<file path="config.mk">
export PLATFORM = sky130hd
export DESIGN_NAME = fwpic_irq_cond_flat
export DESIGN_NICKNAME = d
export VERILOG_FILES = /design/src/rtl/fwpic_irq_cond_if.sv /design/src/rtl/fwpic_irq_cond.sv /design/src/flat_wrapper.sv
export SDC_FILE = /design/constraint.sdc
export NUM_CORES = 1
export LEC_CHECK = 0
export ABC_CLOCK_PERIOD_IN_PS = 1620
export CELL_PAD_IN_SITES_DETAIL_PLACEMENT = 1
export CELL_PAD_IN_SITES_GLOBAL_PLACEMENT = 2
export CORE_ASPECT_RATIO = 1.2
export CORE_MARGIN = 2
export CORE_UTILIZATION = 34
export CTS_CLUSTER_DIAMETER = 200
export DETAILED_ROUTE_END_ITERATION = 10
export PLACE_DENSITY = 0.89
export SETUP_SLACK_MARGIN = 0.02
export SLEW_MARGIN = 20
export SYNTH_ARGS = -nofsm -noshare
export SYNTH_HDL_FRONTEND = slang
export SYNTH_SLANG_ARGS = --single-unit
</file>
<file path="constraint.sdc">
create_clock -name clock -period 1.62 [get_ports clock]
set_clock_uncertainty 0.15 [all_clocks]
set_input_delay 0.486 -clock clock [delete_from_list [all_inputs] [get_ports clock]]
set_output_delay 0.486 -clock clock [all_outputs]
set_load 0.05 [all_outputs]
</file>
<file path="src/rtl/fwpic_irq_cond_if.sv">
// Sideband bundle between the interrupt sources/config registers and the conditioner.
// The master drives the raw lines and their configuration; the slave returns clean requests.
interface fwpic_irq_cond_if #(
    parameter int N_IRQ = 8
);
    logic [N_IRQ-1:0] irq_i;
    logic [N_IRQ-1:0] polarity;
    logic [N_IRQ-1:0] edge_mode;
    logic [N_IRQ-1:0] enable;
    logic [N_IRQ-1:0] irq_o;

    modport master (
        output irq_i,
        output polarity,
        output edge_mode,
        output enable,
        input  irq_o
    );

    modport slave (
        input  irq_i,
        input  polarity,
        input  edge_mode,
        input  enable,
        output irq_o
    );
endinterface

</file>
<file path="src/rtl/fwpic_irq_cond.sv">
// Interrupt-source conditioner feeding fwpic: per-line synchroniser, polarity fix,
// debounce filter and level or stretched-pulse output, all fully registered.
module fwpic_irq_cond #(
    parameter int N_IRQ    = 8,
    parameter int DEBOUNCE = 4,
    parameter int STRETCH  = 3
) (
    input  logic             clock,
    input  logic             reset,
    fwpic_irq_cond_if.slave  bus
);
    localparam int CNT_W = $clog2(DEBOUNCE + 1);
    localparam int STR_W = $clog2(STRETCH + 1);
    localparam logic [CNT_W-1:0] CNT_LAST = CNT_W'(DEBOUNCE - 1);
    localparam logic [STR_W-1:0] STR_LOAD = STR_W'(STRETCH);

    logic [N_IRQ-1:0] irq_vec;

    generate
        for (genvar gi = 0; gi < N_IRQ; gi++) begin : g_line
            logic             s1_reg;
            logic             s2_reg;
            logic             f_reg;
            logic             f_next;
            logic [CNT_W-1:0] cnt_reg;
            logic [CNT_W-1:0] cnt_next;
            logic [STR_W-1:0] str_reg;
            logic [STR_W-1:0] str_next;
            logic             irq_reg;
            logic             irq_next;
            logic             raw;
            logic             rise;

            // Debounce: raw must disagree with f for DEBOUNCE consecutive cycles.
            always_comb begin
                raw      = s2_reg ^ bus.polarity[gi];
                f_next   = f_reg;
                cnt_next = cnt_reg;
                rise     = 1'b0;
                if (raw == f_reg) begin
                    cnt_next = '0;
                end else if (cnt_reg == CNT_LAST) begin
                    f_next   = raw;
                    cnt_next = '0;
                    rise     = raw;
                end else begin
                    cnt_next = cnt_reg + CNT_W'(1);
                end
            end

            // A rising acceptance during a stretch reloads it, giving one longer pulse.
            always_comb begin
                str_next = str_reg;
                if (!bus.enable[gi]) begin
                    str_next = '0;
                end else if (rise && bus.edge_mode[gi]) begin
                    str_next = STR_LOAD;
                end else if (str_reg != '0) begin
                    str_next = str_reg - STR_W'(1);
                end
            end

            always_comb begin
                irq_next = 1'b0;
                if (bus.enable[gi]) begin
                    irq_next = bus.edge_mode[gi] ? (str_reg != '0) : f_reg;
                end
            end

            // Sync flops reset to the inactive level so no false edge follows release.
            always_ff @(posedge clock) begin
                if (reset) begin
                    s1_reg  <= bus.polarity[gi];
                    s2_reg  <= bus.polarity[gi];
                    f_reg   <= 1'b0;
                    cnt_reg <= '0;
                    str_reg <= '0;
                    irq_reg <= 1'b0;
                end else begin
                    s1_reg  <= bus.irq_i[gi];
                    s2_reg  <= s1_reg;
                    f_reg   <= f_next;
                    cnt_reg <= cnt_next;
                    str_reg <= str_next;
                    irq_reg <= irq_next;
                end
            end

            assign irq_vec[gi] = irq_reg;
        end
    endgenerate

    assign bus.irq_o = irq_vec;
endmodule

</file>
<file path="src/flat_wrapper.sv">
// flat-port wrapper written by rule: the top's interface ports become plain ports
module fwpic_irq_cond_flat 
#(
    parameter int N_IRQ    = 8,
    parameter int DEBOUNCE = 4,
    parameter int STRETCH  = 3
)
  (clock, reset, bus_irq_i, bus_polarity, bus_edge_mode, bus_enable, bus_irq_o);
  fwpic_irq_cond_if #(.N_IRQ(N_IRQ)) bus_i ();
  input  logic clock;
  input  logic reset;
  input wire logic [$bits(bus_i.irq_i)-1:0] bus_irq_i;
  input wire logic [$bits(bus_i.polarity)-1:0] bus_polarity;
  input wire logic [$bits(bus_i.edge_mode)-1:0] bus_edge_mode;
  input wire logic [$bits(bus_i.enable)-1:0] bus_enable;
  output wire logic [$bits(bus_i.irq_o)-1:0] bus_irq_o;
  assign bus_i.irq_i = bus_irq_i;
  assign bus_i.polarity = bus_polarity;
  assign bus_i.edge_mode = bus_edge_mode;
  assign bus_i.enable = bus_enable;
  assign bus_irq_o = bus_i.irq_o;
  fwpic_irq_cond #(.N_IRQ(N_IRQ), .DEBOUNCE(DEBOUNCE), .STRETCH(STRETCH)) u_core (.clock(clock), .reset(reset), .bus(bus_i));
endmodule
</file>
# Yosys cells after proc, flatten, opt, wreduce, memory -nomap -nowiden
# Index checks and enable logic that the tools add are counted.
# word_totals
regBits,72
inputBits,34
output_inout_bits,8
word_cells,208
# classes
n_addsub,16
eq_ne,16
muxes,56
n_bitwise,24
n_reduce_logical,48
# op_table
cell,count
1-bit 2-to-1 mux,40
2-bit 2-to-1 mux,16
2-bit nonzero test,16
"3-bit by 1-bit adder with 3-bit output, second input constant",8
"3-bit by 2-bit equality test with 1-bit output, second input constant",8
3-bit OR reduction,8
1-bit NOT,16
2-bit AND reduction,8
2-bit OR reduction,8
"2-bit by 1-bit subtractor with 2-bit output, second input constant",8
1-bit equality test,8
1-bit logical AND,8
1-bit bitwise XOR,8

# Longest topological paths before layout
# Gate-level depths: netlist (run 1).
# depth
ltp_word,5
depth_mapped,5
ltp_nobuf,5

# Least setup slack after synthesis (run 1)
# OpenSTA, ideal clock, no wires.
# synth_path
path_kind,in2reg
from,in bus_polarity[0]
to,reg u_core.g_line[0].cnt_reg[1]
setup_ns,0.115
arrival_time_ns,0.983
required_time_ns,1.355
path_slack_ns,0.371
stages,2
n_path_buf,0
cell_sequence,xor3_1 > and3_1
# synth_between
elab_chain_cells,3
# synth_rtl
element,line,source
start: declaration,flat_wrapper.sv:13,input wire logic [$bits(bus_i.polarity)-1:0] bus_polarity;
1-bit bitwise XOR,fwpic_irq_cond.sv:36,raw = s2_reg ^ bus.polarity[gi];
1-bit equality test,fwpic_irq_cond.sv:40,if (raw == f_reg) begin
3-bit OR reduction (no source line),-,
end signal: assignment,fwpic_irq_cond.sv:83,cnt_reg <= cnt_next;
end: declaration,fwpic_irq_cond.sv:25,logic [CNT_W-1:0] cnt_reg;
# Every way passes these cells.
# A chain may end at the register's enable or synchronous reset.

# Final worst setup path (run 1)
# layout_path
from,reg u_core.g_line[1].irq_reg
to,out bus_irq_o[1]
# layout_lines
element,line,source
start: declaration,fwpic_irq_cond.sv:29,logic irq_reg;
start signal: assignment,fwpic_irq_cond.sv:85,irq_reg <= irq_next;
end: declaration,flat_wrapper.sv:16,output wire logic [$bits(bus_i.irq_o)-1:0] bus_irq_o;
# No word-level cell between the ends.

==> flow_summary.toml, run 1 <==
[die]
core_um2 = 8940
initial_core_util_pct = 34.5
ios = 42
die_w_um = 90.9
rows = 38
fp.dieH_um = 108
fp.dieArea_um2 = 9850

[clocking]
cts_resized = 0
htree_levels = 3
numCtsBuffers = 9
cts_sinks = 72
cts_tree = "yes"
cts_setup_buffers = 0
holdBufCountCts = 0
path_clk_slew_ns = 0.07
clkLatencyLatePin_ns = 0.34
cts-root-buf = "clkbuf_8"
clockBufferDepth = 2

[yosys]
synth_top_cell_area_share_pct = 46.7
postSynthAreaPerCell_um2 = 9.98
syn_area_um2 = 3080
synth_top_cell_by_area = "dfxtp_1"
yosysSeqAreaShare_pct = 46.7
synth_nets = 367
syn_inst = 309
synthDistinctLibCells = 19
synth_area_leaders = "dfxtp_1 (47%), ha_1 (9.7%), xor3_1 (6.2%)"
synth_seq_cells = 72
yosysWarnings = 0

[grt]
grt_pass1_wl_um = 9390
grt_max_degree = 37
grt_pass1_vias = 2252
overflow = 0
grt_use_total_pct = 12.0
antenna_found_initial = 0

[routing]
postRouteAntennaNets = 0
viasPerCell = 4.48
drt_wl_total_um = 5330
drtPass1Iterations = 3
drt_iter0_markers = 28
drc = 0
vias = 2147
wl_per_cell_um = 11.1

[power_and_ir_drop]
leakage_uw = 0.00163
p_per_area_nw_per_um2 = 938
irDropWorstVdd_v = 0.000412

[layout]
final_cell_mix = "dfxtp_1 (72), inv_1 (40), nor2_1 (40)"
final_common_cell = "dfxtp_1"
diodes = 0
final_cells = 479
area_growth_pct = 25.5
final_cell_area_um2 = 3870
largest_reg_flops = 24
final_nets = 412
final-seq-area_um2 = 1440
drive_gt1_share_pct = 9.75
fill_cells = 1043
multi_input_area_um2 = 1400

[timing]
slew_headroom_pct = 86.4
finalSetupViolations = 0
tightestPinTransition_ns = 0.202
period_minus_slack_ns = 1.49
fmax_mhz = 672
drv_slew = 0
rsz0062_at_grt = "no"
hold_violations = 0
period_share_pct = 91.9

[placed_design]
placement.cell_area_um2 = 3690
place.gp.congestion = 0.728
numPortBuffers = 41
dp_cells = 463
hpwlAfterDp_um = 4080

[worst_setup_path]
worstPathMaxFanout = 1
slowest_stage = "dfxtp_1"
cp_num_buf_inv = 1
crit_family = "flip-flops"
crit_chain = "buf_12"
critPathLaunchType = "register"
required_ns = 0.98
crit_path_end_kind = "output pin"
arrival_ns = 0.85
critical-path-max-stage-delay_ns = 0.37
worstSetupPathType = "reg2out"

[hold_path]
min-delay-path-class = "reg2reg"

[outcome]
status = "finished clean"

[job]
max_cap_violations = 0
[worst paths after layout]
kind	from	end	slack, ns	cells after the start
hold / removal	u_core.g_line[6].cnt_reg[0]$_SDFF_PP0_	u_core.g_line[6].cnt_reg[0]$_SDFF_PP0_	0.27	1
hold reg to reg	u_core.g_line[6].cnt_reg[0]$_SDFF_PP0_	u_core.g_line[6].cnt_reg[0]$_SDFF_PP0_	0.27	1
setup / recovery	u_core.g_line[1].irq_reg$_SDFF_PP0_	bus_irq_o[1]	0.13	1
setup reg to reg	u_core.g_line[1].cnt_reg[0]$_SDFF_PP0_	u_core.g_line[1].cnt_reg[0]$_SDFF_PP0_	0.31	5
[area by class of cell]
| type | count | share of cell area [%] |
|---|---|---|
| Sequential cell | 72 | 37.2 |
| Clock inverter | 4 | 1.16 |
| Tap cell | 120 | 3.88 |
| Clock buffer | 12 | 3.49 |
| Multi-Input combinational cell | 184 | 36.2 |
| Timing Repair Buffer | 47 | 14.2 |
| Inverter | 40 | 3.88 |
[cell families (layout without fill, tap and decap cells)]
group	count (synthesis)	after routing	synth area share (%)
AO/OA/AOI/OAI	40	40	7.14
AND/OR/NAND/NOR	80	80	12.3
adder cells (fa/ha/maj)	24	24	9.74
multiplexers	16	16	5.52
flip-flops	72	72	46.7
XOR/XNOR	24	24	10.7
buffers and inverters	53	103	7.83
[synthesized netlist by cell type]
library cell    count
xor2_1             16
a21oi_1            16
dlymetal6s2s_1      1
buf_2               3
buf_4               8
nand2_1            16
ha_1               24
mux2i_1             8
and3_1              8
clkbuf_1            1
mux2_2              8
inv_1              40
dfxtp_1            72
nand2b_1            8
a211oi_1            8
xor3_1              8
nand4b_1            8
nor2_1             40
o21ai_0            16
[where the power goes]
part | switching [µW] | total, µW | internal, µW
Clock | 635 | 1340 | 706
Sequential | 44.8 | 1900 | 1850
Combinational | 172 | 393 | 220
Total | 852 | 3630 | 2780
[metrics by stage]
stage	setup TNS [ns]	hold slack (ns)	setup slack (ns)	total power, µW	utilization (%)
6_report	0	0.273	0.132	3630	43.3
4_1_cts	0	0.278	0.0933	3710	43.3
2_1_floorplan	0	0.247	0.371	2160	-
3_3_place_gp	-7.74	0.257	-0.203	2320	41.3
3_5_place_dp	-9.21	0.267	-0.231	2340	41.3
5_1_grt	0	0.290	0.0791	3840	43.3
[metal layers]
metal,GRT usage (%),wire length (µm)
met1,12.5,2270
met2,21.4,2720
met3,3.90,214
met4,6.49,121
met5,0,0
Power figures use the tool's default switching activity.
==> run 2, diff against run 1 <==
--- a/config.mk
+++ b/config.mk
@@ -5,15 +5,15 @@
 export SDC_FILE = /design/constraint.sdc
 export NUM_CORES = 1
 export LEC_CHECK = 0
-export ABC_CLOCK_PERIOD_IN_PS = 1620
+export ABC_CLOCK_PERIOD_IN_PS = 1900
 export CELL_PAD_IN_SITES_DETAIL_PLACEMENT = 1
 export CELL_PAD_IN_SITES_GLOBAL_PLACEMENT = 2
 export CORE_ASPECT_RATIO = 1.2
 export CORE_MARGIN = 2
-export CORE_UTILIZATION = 34
+export CORE_UTILIZATION = 37
 export CTS_CLUSTER_DIAMETER = 200
 export DETAILED_ROUTE_END_ITERATION = 10
-export PLACE_DENSITY = 0.89
+export PLACE_DENSITY = 0.95
 export SETUP_SLACK_MARGIN = 0.02
 export SLEW_MARGIN = 20
 export SYNTH_ARGS = -nofsm -noshare
==> constraint.sdc (replaced) <==
create_clock -name clock -period 1.9 [get_ports clock]
set_clock_uncertainty 0.15 [all_clocks]
set_input_delay 0.57 -clock clock [delete_from_list [all_inputs] [get_ports clock]]
set_output_delay 0.57 -clock clock [all_outputs]
set_load 0.05 [all_outputs]
==> run 2 against run 1 <==
Against the previous run: setup slack better by 0.20 ns; global-route usage is 0.52 points higher; count of clock-buffer cells in the layout unchanged; core utilization grew 3.7 points; register-to-register slack better by 0.28 ns; combinational power down 16%; total power is 15% lower; via count shrank 2.0%; largest power group unchanged.
==> flow_summary.toml, run 2 (synthesis gave the netlist of run 1 again) <==
[die]
initial_core_util_pct = 38.0
core_um2 = 8110
rows = 36
fp.dieH_um = 104
fp.dieArea_um2 = 9090
ios = 42
die_w_um = 87.3

[power_and_ir_drop]
p_per_area_nw_per_um2 = 810
pwr-share-comb_pct = 10.7
power_frac_seq_pct = 52.4
irDropWorstVdd_v = 0.000351
p_int_uw = 2370
clock_power_share_pct = 36.9
switching_power_uw = 720
switching_share_pct = 23.3
total_power_uw = 3090
leakage_uw = 0.00161

[routing]
wl_per_cell_um = 11.6
drtPass1Iterations = 4
drc = 0
vias = 2105
drt_iter0_markers = 43
drt_wl_total_um = 5200
postRouteAntennaNets = 0
viasPerCell = 4.68

[timing]
period_minus_slack_ns = 1.57
tightestPinTransition_ns = 0.220
rsz0062_at_grt = "no"
worst_slack_ns = 0.330
period_share_pct = 82.6
finalSetupViolations = 0
hold_violations = 0
fmax_mhz = 637
drv_slew = 0
slew_headroom_pct = 85.3

[layout]
area_growth_pct = 23.5
diodes = 0
final_common_cell = "dfxtp_1"
final_cell_mix = "dfxtp_1 (72), inv_1 (40), nor2_1 (40)"
largest_reg_flops = 24
finish.utilization_pct = 47.0
final_nets = 408
final_cell_area_um2 = 3810
drive_gt1_share_pct = 8.73

[worst_setup_path]
arrival_ns = 1.65
worstSetupPathType = "in2reg"
rrSetupSlack_ns = 0.59
worstPathMaxFanout = 3
critPathLaunch = "bus_polarity[1]"
r2r-start = "u_core.g_line[3].cnt_reg[0]$_SDFF_PP0_"
rr_worst_depth = 5
required_ns = 1.98
r2r_end = "u_core.g_line[3].cnt_reg[2]$_SDFF_PP0_"
crit_path_end_kind = "register"
critPathLaunchType = "primary input"

[job]
max_cap_violations = 0

[clocking]
holdBufCountCts = 0
cts_tree = "yes"
numCtsBuffers = 9
clkLatencyLatePin_ns = 0.33
cts-root-buf = "clkbuf_8"
clockBufferDepth = 2
cts_resized = 0
cts_sinks = 72
cts_setup_buffers = 0
path_clk_slew_ns = 0.07
htree_levels = 3

[grt]
antenna_found_initial = 0
grt_pass1_vias = 2251
grt_pass1_wl_um = 9110
grt_max_degree = 46
grt_use_total_pct = 12.5
overflow = 0

[placed_design]
hpwlAfterDp_um = 3980
place.gp.congestion = 0.704
numPortBuffers = 41
placement.cell_area_um2 = 3630
pre_cts_ws_ns = -0.0336

[outcome]
status = "finished clean"

[hold_path]
min-delay-path-class = "reg2reg"
holdPathEnd = "u_core.g_line[4].cnt_reg[0]$_SDFF_PP0_"
worstHoldStart = "u_core.g_line[4].cnt_reg[0]$_SDFF_PP0_"
whs_path_depth = 1
-- run 2: cell count changes in the layout (fill, tap and decap cells not counted), sizes merged --
| cell | before | now |
|---|---|---|
| buf | 14 | 10 |
-- run 2: final cells by class --
| type | count | area (µm²) |
|---|---|---|
| fillers | 917 | 4300 |
| flip-flops and latches | 72 | 1440 |
| multi-input cells | 184 | 1400 |
| repair buffers | 43 | 518 |
| inverters | 40 | 150 |
| clock buffers | 12 | 135 |
| well taps | 95 | 119 |
| clock inverters | 4 | 45.0 |
-- run 2: routing by layer --
metal  GRT usage, %  vias up  part of all wire (%)
met4           5.27        0                   1.6
met2           22.7       28                    53
met1           12.7      985                    42
met5              0        -                     0
met3           3.89        6                   3.4
li1               -     1086                     -
-- run 2: worst max-delay path by stage --
stage,end,slack (ns),depth (start not counted)
after detailed placement,u_core.g_line[2].cnt_reg[1]$_SDFF_PP0_,-0.03,3
after global routing,u_core.g_line[3].irq_reg$_SDFF_PP0_,0.25,4
final,u_core.g_line[1].cnt_reg[1]$_SDFF_PP0_,0.33,3
after global placement,u_core.g_line[6].cnt_reg[1]$_SDFF_PP0_,0.004,3
after CTS,bus_irq_o[7],0.30,1
after floorplan,u_core.g_line[0].cnt_reg[1]$_SDFF_PP0_,0.57,2
-- run 2: per-stage QoR --
stage | TNS, ns | cells | hold WS, ns
final | 0 | 450 | 0.272
after global routing | 0 | 450 | 0.296
after CTS | 0 | 450 | 0.274
after detailed placement | -0.137 | 434 | 0.264
after global placement | 0 | 434 | 0.256
after floorplan | 0 | 309 | 0.247
-- run 2: power groups by stage --
stage | registers, µW | logic (µW) | clock network, µW
finish | 1620 | 329 | 1140
global route | 1620 | 373 | 1240
CTS | 1620 | 335 | 1190
detailed placement | 1650 | 334 | 0
global placement | 1650 | 319 | 0
floorplan | 1640 | 198 | 0
-- run 2: critical path, stage by stage --
cell,delay [ns]
clkdlybuf4s50_1,0.56
xor3_1,0.35
and3_1,0.18
==> run 3, diff against run 2 <==
--- a/config.mk
+++ b/config.mk
@@ -5,15 +5,15 @@
 export SDC_FILE = /design/constraint.sdc
 export NUM_CORES = 1
 export LEC_CHECK = 0
-export ABC_CLOCK_PERIOD_IN_PS = 1900
+export ABC_CLOCK_PERIOD_IN_PS = 1400
 export CELL_PAD_IN_SITES_DETAIL_PLACEMENT = 1
 export CELL_PAD_IN_SITES_GLOBAL_PLACEMENT = 2
 export CORE_ASPECT_RATIO = 1.2
 export CORE_MARGIN = 2
-export CORE_UTILIZATION = 37
+export CORE_UTILIZATION = 31
 export CTS_CLUSTER_DIAMETER = 200
 export DETAILED_ROUTE_END_ITERATION = 10
-export PLACE_DENSITY = 0.95
+export PLACE_DENSITY = 0.86
 export SETUP_SLACK_MARGIN = 0.02
 export SLEW_MARGIN = 20
 export SYNTH_ARGS = -nofsm -noshare
==> constraint.sdc (replaced) <==
create_clock -name clock -period 1.4 [get_ports clock]
set_clock_uncertainty 0.15 [all_clocks]
set_input_delay 0.42 -clock clock [delete_from_list [all_inputs] [get_ports clock]]
set_output_delay 0.42 -clock clock [all_outputs]
set_load 0.05 [all_outputs]
==> run 3 against run 2 <==
Against the previous run: global-route usage is 0.45 points lower; non-clock buffer count is 5 higher; hold slack worse by 0.0057 ns; design area is 6.6% higher; wire length is 15% higher; setup slack worse by 0.31 ns; count of clock-buffer cells in the layout is 1 lower; via count is 3.5% higher; register-to-register slack worse by 0.51 ns; sequential cell count stayed put; critical path type is now reg2out; highest routed layer unchanged.
==> flow_summary.toml, run 3 (synthesis gave the netlist of run 1 again) <==
[outcome]
status = "finished clean"

[layout]
final_common_cell = "dfxtp_1"
final_cell_mix = "dfxtp_1 (64), inv_1 (40), nor2_1 (37)"
diodes = 0
area_growth_pct = 31.7
largest_reg_flops = 24
finish.utilization_pct = 42.2
final_nets = 413
fill_cells = 1075
drive_gt1_share_pct = 16.2

[worst_setup_path]
arrival_ns = 0.81
rrSetupSlack_ns = 0.08
slowest_stage = "dfxtp_2"
critPathLaunchType = "register"
r2r-start = "u_core.g_line[1].cnt_reg[0]$_SDFF_PP0_"
rr_worst_depth = 5
worstPathMaxFanout = 1
critical-path-max-stage-delay_ns = 0.34
r2r_end = "u_core.g_line[1].cnt_reg[0]$_SDFF_PP0_"
crit_path_end_kind = "output pin"
crit_chain = "buf_12"
critPathLaunch = "u_core.g_line[1].irq_reg$_SDFF_PP0_"
crit_family = "flip-flops"
cp_num_buf_inv = 1
worstSetupPathType = "reg2out"
required_ns = 0.83

[hold_path]
whs_path_depth = 1
worstHoldStart = "u_core.g_line[5].cnt_reg[0]$_SDFF_PP0_"
holdPathEnd = "u_core.g_line[5].cnt_reg[0]$_SDFF_PP0_"
min-delay-path-class = "reg2reg"

[clocking]
holdBufCountCts = 0
clkLatencyLatePin_ns = 0.33
htree_levels = 3
cts-root-buf = "clkbuf_16"
path_clk_slew_ns = 0.05
clockBufferDepth = 2
cts_sinks = 72
numCtsBuffers = 9
cts_tree = "yes"

[routing]
drt_wl_total_um = 5970
postRouteAntennaNets = 0
drtPass1Iterations = 4
drt_iter0_markers = 16
viasPerCell = 4.52
vias = 2179
drc = 0
wl_per_cell_um = 12.4

[timing]
fmax_mhz = 725
tightestPinTransition_ns = 0.265
drv_slew = 0
period_minus_slack_ns = 1.38
hold_violations = 0
period_share_pct = 98.5
rsz0062_at_grt = "yes"
finalSetupViolations = 0
slew_headroom_pct = 82.3
hold-worst-slack_ns = 0.266

[die]
fp.dieH_um = 113
die_w_um = 95.1
core_um2 = 9610
rows = 39
fp.dieArea_um2 = 10800
ios = 42
initial_core_util_pct = 32.1

[placed_design]
place.gp.congestion = 0.704
hpwlAfterDp_um = 4300
numPortBuffers = 41

[grt]
grt_pass1_wl_um = 9870
grt_use_total_pct = 12.0
grt_pass1_vias = 2291
antenna_found_initial = 0
overflow = 0
grt_max_degree = 38

[job]
max_cap_violations = 0

[power_and_ir_drop]
irDropWorstVdd_v = 0.000488
leakage_uw = 0.00173
p_per_area_nw_per_um2 = 1210
[run 3: changes by cell type in the layout (fill, tap and decap cells not counted), moves of 3 or more]
cell and delta:
a211oi_1 -4, a211oi_2 +4, buf_4 +4, clkbuf_16 +10, clkbuf_8 -8, clkdlybuf4s50_1 -9, dfxtp_1 -8, dfxtp_2 +8
dlygate4sd2_1 +7, ha_1 -5, ha_2 +5, nor2_1 -3, nor2_2 +3
[run 3: per-stage QoR]
step / setup TNS (ns) / cells / power [µW] / cell area (µm²) / setup slack [ns]
after floorplan: 0 / 309 / 2500 / 3080 / 0.188
after global routing: -0.0317 / 482 / 5170 / 4060 / -0.0110
after CTS: -0.00332 / 481 / 4980 / 4000 / -0.00332
after detailed placement: -20.35 / 466 / 2710 / 3690 / -0.375
after global placement: -18.52 / 466 / 2690 / 3690 / -0.340
final: 0 / 482 / 4900 / 4060 / 0.0210
[run 3: worst max path at each step]
stage                                               end  slack, ns  cells past startpoint
4_1_cts                                    bus_irq_o[1]     -0.003                      1
3_5_place_dp     u_core.g_line[2].cnt_reg[1]$_SDFF_PP0_      -0.38                      3
5_1_grt                                    bus_irq_o[1]      -0.01                      1
3_3_place_gp     u_core.g_line[3].cnt_reg[1]$_SDFF_PP0_      -0.34                      3
2_1_floorplan  u_core.g_line[1].str_reg[1]$_SDFFE_PP0P_       0.19                      4
6_report                                   bus_irq_o[1]       0.02                      1
[run 3: layout make-up]
| type | count | area, µm² | area share [%] |
|---|---|---|---|
| clock inverter | 4 | 45.0 | 1.11 |
| tap | 123 | 154 | 3.79 |
| clock buffer | 11 | 243 | 5.98 |
| inverter | 40 | 150 | 3.70 |
| multi-input combinational | 184 | 1450 | 35.7 |
| timing repair buffer | 48 | 569 | 14.0 |
| sequential | 72 | 1450 | 35.7 |
[run 3: report_power, final]
group | total, µW | leakage (µW) | switching [µW] | internal (µW)
combinational | 471 | 0.000990 | 214 | 257
clock | 2220 | 0.000145 | 816 | 1410
sequential | 2200 | 0.000593 | 52.1 | 2150
[run 3: what timing repair did]
| item | CTS | global route |
|---|---|---|
| setup endpoints to repair | 18 | 35 |
| buffers inserted | 0 | 0 |
| gates cloned | 0 | 1 |
| gates resized for setup | 18 | 12 |
| pin swaps | 0 | 1 |
[run 3: metal layers]
layer,wire length (µm),GRT usage (%),share of wire [%]
met1,2350,11.8,39
met4,174,7.83,2.9
met5,0,0,0
met2,3220,21.4,54
met3,229,3.79,3.8
==> RTL change, RTL diff (config.mk and constraints of run 1) <==
`N_IRQ` is set to 8 in 3 places; all go to 12.
--- a/src/rtl/fwpic_irq_cond_if.sv
+++ b/src/rtl/fwpic_irq_cond_if.sv
@@ -2,5 +2,5 @@
 // The master drives the raw lines and their configuration; the slave returns clean requests.
 interface fwpic_irq_cond_if #(
-    parameter int N_IRQ = 8
+    parameter int N_IRQ = 12
 );
     logic [N_IRQ-1:0] irq_i;
--- a/src/rtl/fwpic_irq_cond.sv
+++ b/src/rtl/fwpic_irq_cond.sv
@@ -2,5 +2,5 @@
 // debounce filter and level or stretched-pulse output, all fully registered.
 module fwpic_irq_cond #(
-    parameter int N_IRQ    = 8,
+    parameter int N_IRQ    = 12,
     parameter int DEBOUNCE = 4,
     parameter int STRETCH  = 3
--- a/src/flat_wrapper.sv
+++ b/src/flat_wrapper.sv
@@ -2,5 +2,5 @@
 module fwpic_irq_cond_flat 
 #(
-    parameter int N_IRQ    = 8,
+    parameter int N_IRQ    = 12,
     parameter int DEBOUNCE = 4,
     parameter int STRETCH  = 3
Interface: changed (5 resized); port bits go from 42 to 62. No check against the original RTL was run, so the function may have changed too.
==> RTL change against run 1 <==
Design area grew 49%; total power is 50% higher; setup slack lost 0.037 ns; area after synthesis up 50%; wire length rose by 62%; sequential cell count rose by 36; count of clock-buffer cells in the layout increased by 2; critical endpoint is now bus_irq_o[4]; highest routed layer unchanged.
==> RTL change: results <==
{
  "seq_share": 0.375,
  "r2r-end": "u_core.g_line[11].str_reg[1]",
  "drt_wl_total_mm": 8.65,
  "buffer_area_frac": 0.137,
  "syn_area_per_cell_sq_um": 9.93,
  "root_buffer": "clkbuf_16",
  "yosysTopAreaCellShare": 0.468,
  "cp-startpoint": "u_core.g_line[4].irq_reg",
  "n_all_buffers": 66,
  "inverters_excl_clock": 60,
  "track_usage": 0.127,
  "clk_share": 0.0458,
  "r2r_cells": 5,
  "first_pass_iters": 4,
  "run_status": "complete, no violations",
  "stdcell_area_sq_mm": 0.00577,
  "layout-drive-gt1-share": 0.0873,
  "yosys_warnings": 0,
  "clkbuf_count": 14,
  "swShare": 0.232,
  "synth_cell_types": 21,
  "grt_pass1_vias": 3500,
  "dp.final_hpwl_mm": 6.64,
  "yosysSeqAreaShare": 0.468,
  "final_cells": 695,
  "synth_area_leaders": "dfxtp_1, ha_1, xor3_1",
  "holdPathEnd": "u_core.g_line[7].cnt_reg[0]",
  "max_stage_delay_ns": 0.39,
  "endpoint": "bus_irq_o[4]",
  "slew_headroom": 0.863,
  "grt_pass1_wl_mm": 14.6,
  "port_buffers": 61,
  "max-vdd-ir-drop_v": 0.000503,
  "placed_area_sq_mm": 0.00549,
  "num_vias": 3199,
  "hold_path_startpoint": "u_core.g_line[7].cnt_reg[0]",
  "nNetsFinal": 608,
  "worst-r2r-setup-slack_ns": 0.14,
  "cts_setup_buffers": 0,
  "syn-num-nets": 551,
  "fill_cells": 1494,
  "grt_max_degree": 32,
  "design.seq.count": 108,
  "placedCellCount": 679,
  "critPathArrivalTime_ns": 0.89,
  "clk-power_uw": 2010,
  "multi_input_area_share": 0.367,
  "rr_startpoint": "u_core.g_line[11].cnt_reg[0]",
  "gp_congestion": 0.706,
  "multi_input_cells": 277,
  "synthTopCellsByCount": "dfxtp_1, inv_1, nor2_1, ha_1, nand2_1",
  "power.leakage_uw": 0.00243,
  "drt-initial-drc-count": 43,
  "largest_register_ff_count": 36
}
-- RTL change: logic make-up after synthesis --
family | count (synthesis) | synth area share
adder cells (fa/ha/maj) | 36 | 0.0976
buffers and inverters | 80 | 0.0759
flip-flops | 108 | 0.468
AND/OR/NAND/NOR | 121 | 0.124
AO/OA/AOI/OAI | 61 | 0.0732
XOR/XNOR | 36 | 0.108
multiplexers | 23 | 0.0531
-- RTL change: metal layers --
metal  track usage  share of wire
met2         0.237           0.54
met3        0.0298          0.042
met1         0.127           0.40
met4        0.0604          0.021
met5             0              0
-- RTL change: per-stage QoR --
| stage | setup WS (ns) | util | hold WS [ns] |
|---|---|---|---|
| final | 0.0954 | 0.436 | 0.276 |
| after global routing | 0.0122 | 0.436 | 0.296 |
| after CTS | 0.0618 | 0.435 | 0.279 |
| after detailed placement | -0.269 | 0.415 | 0.269 |
| after global placement | -0.243 | 0.415 | 0.255 |
| after floorplan | 0.222 | - | 0.247 |
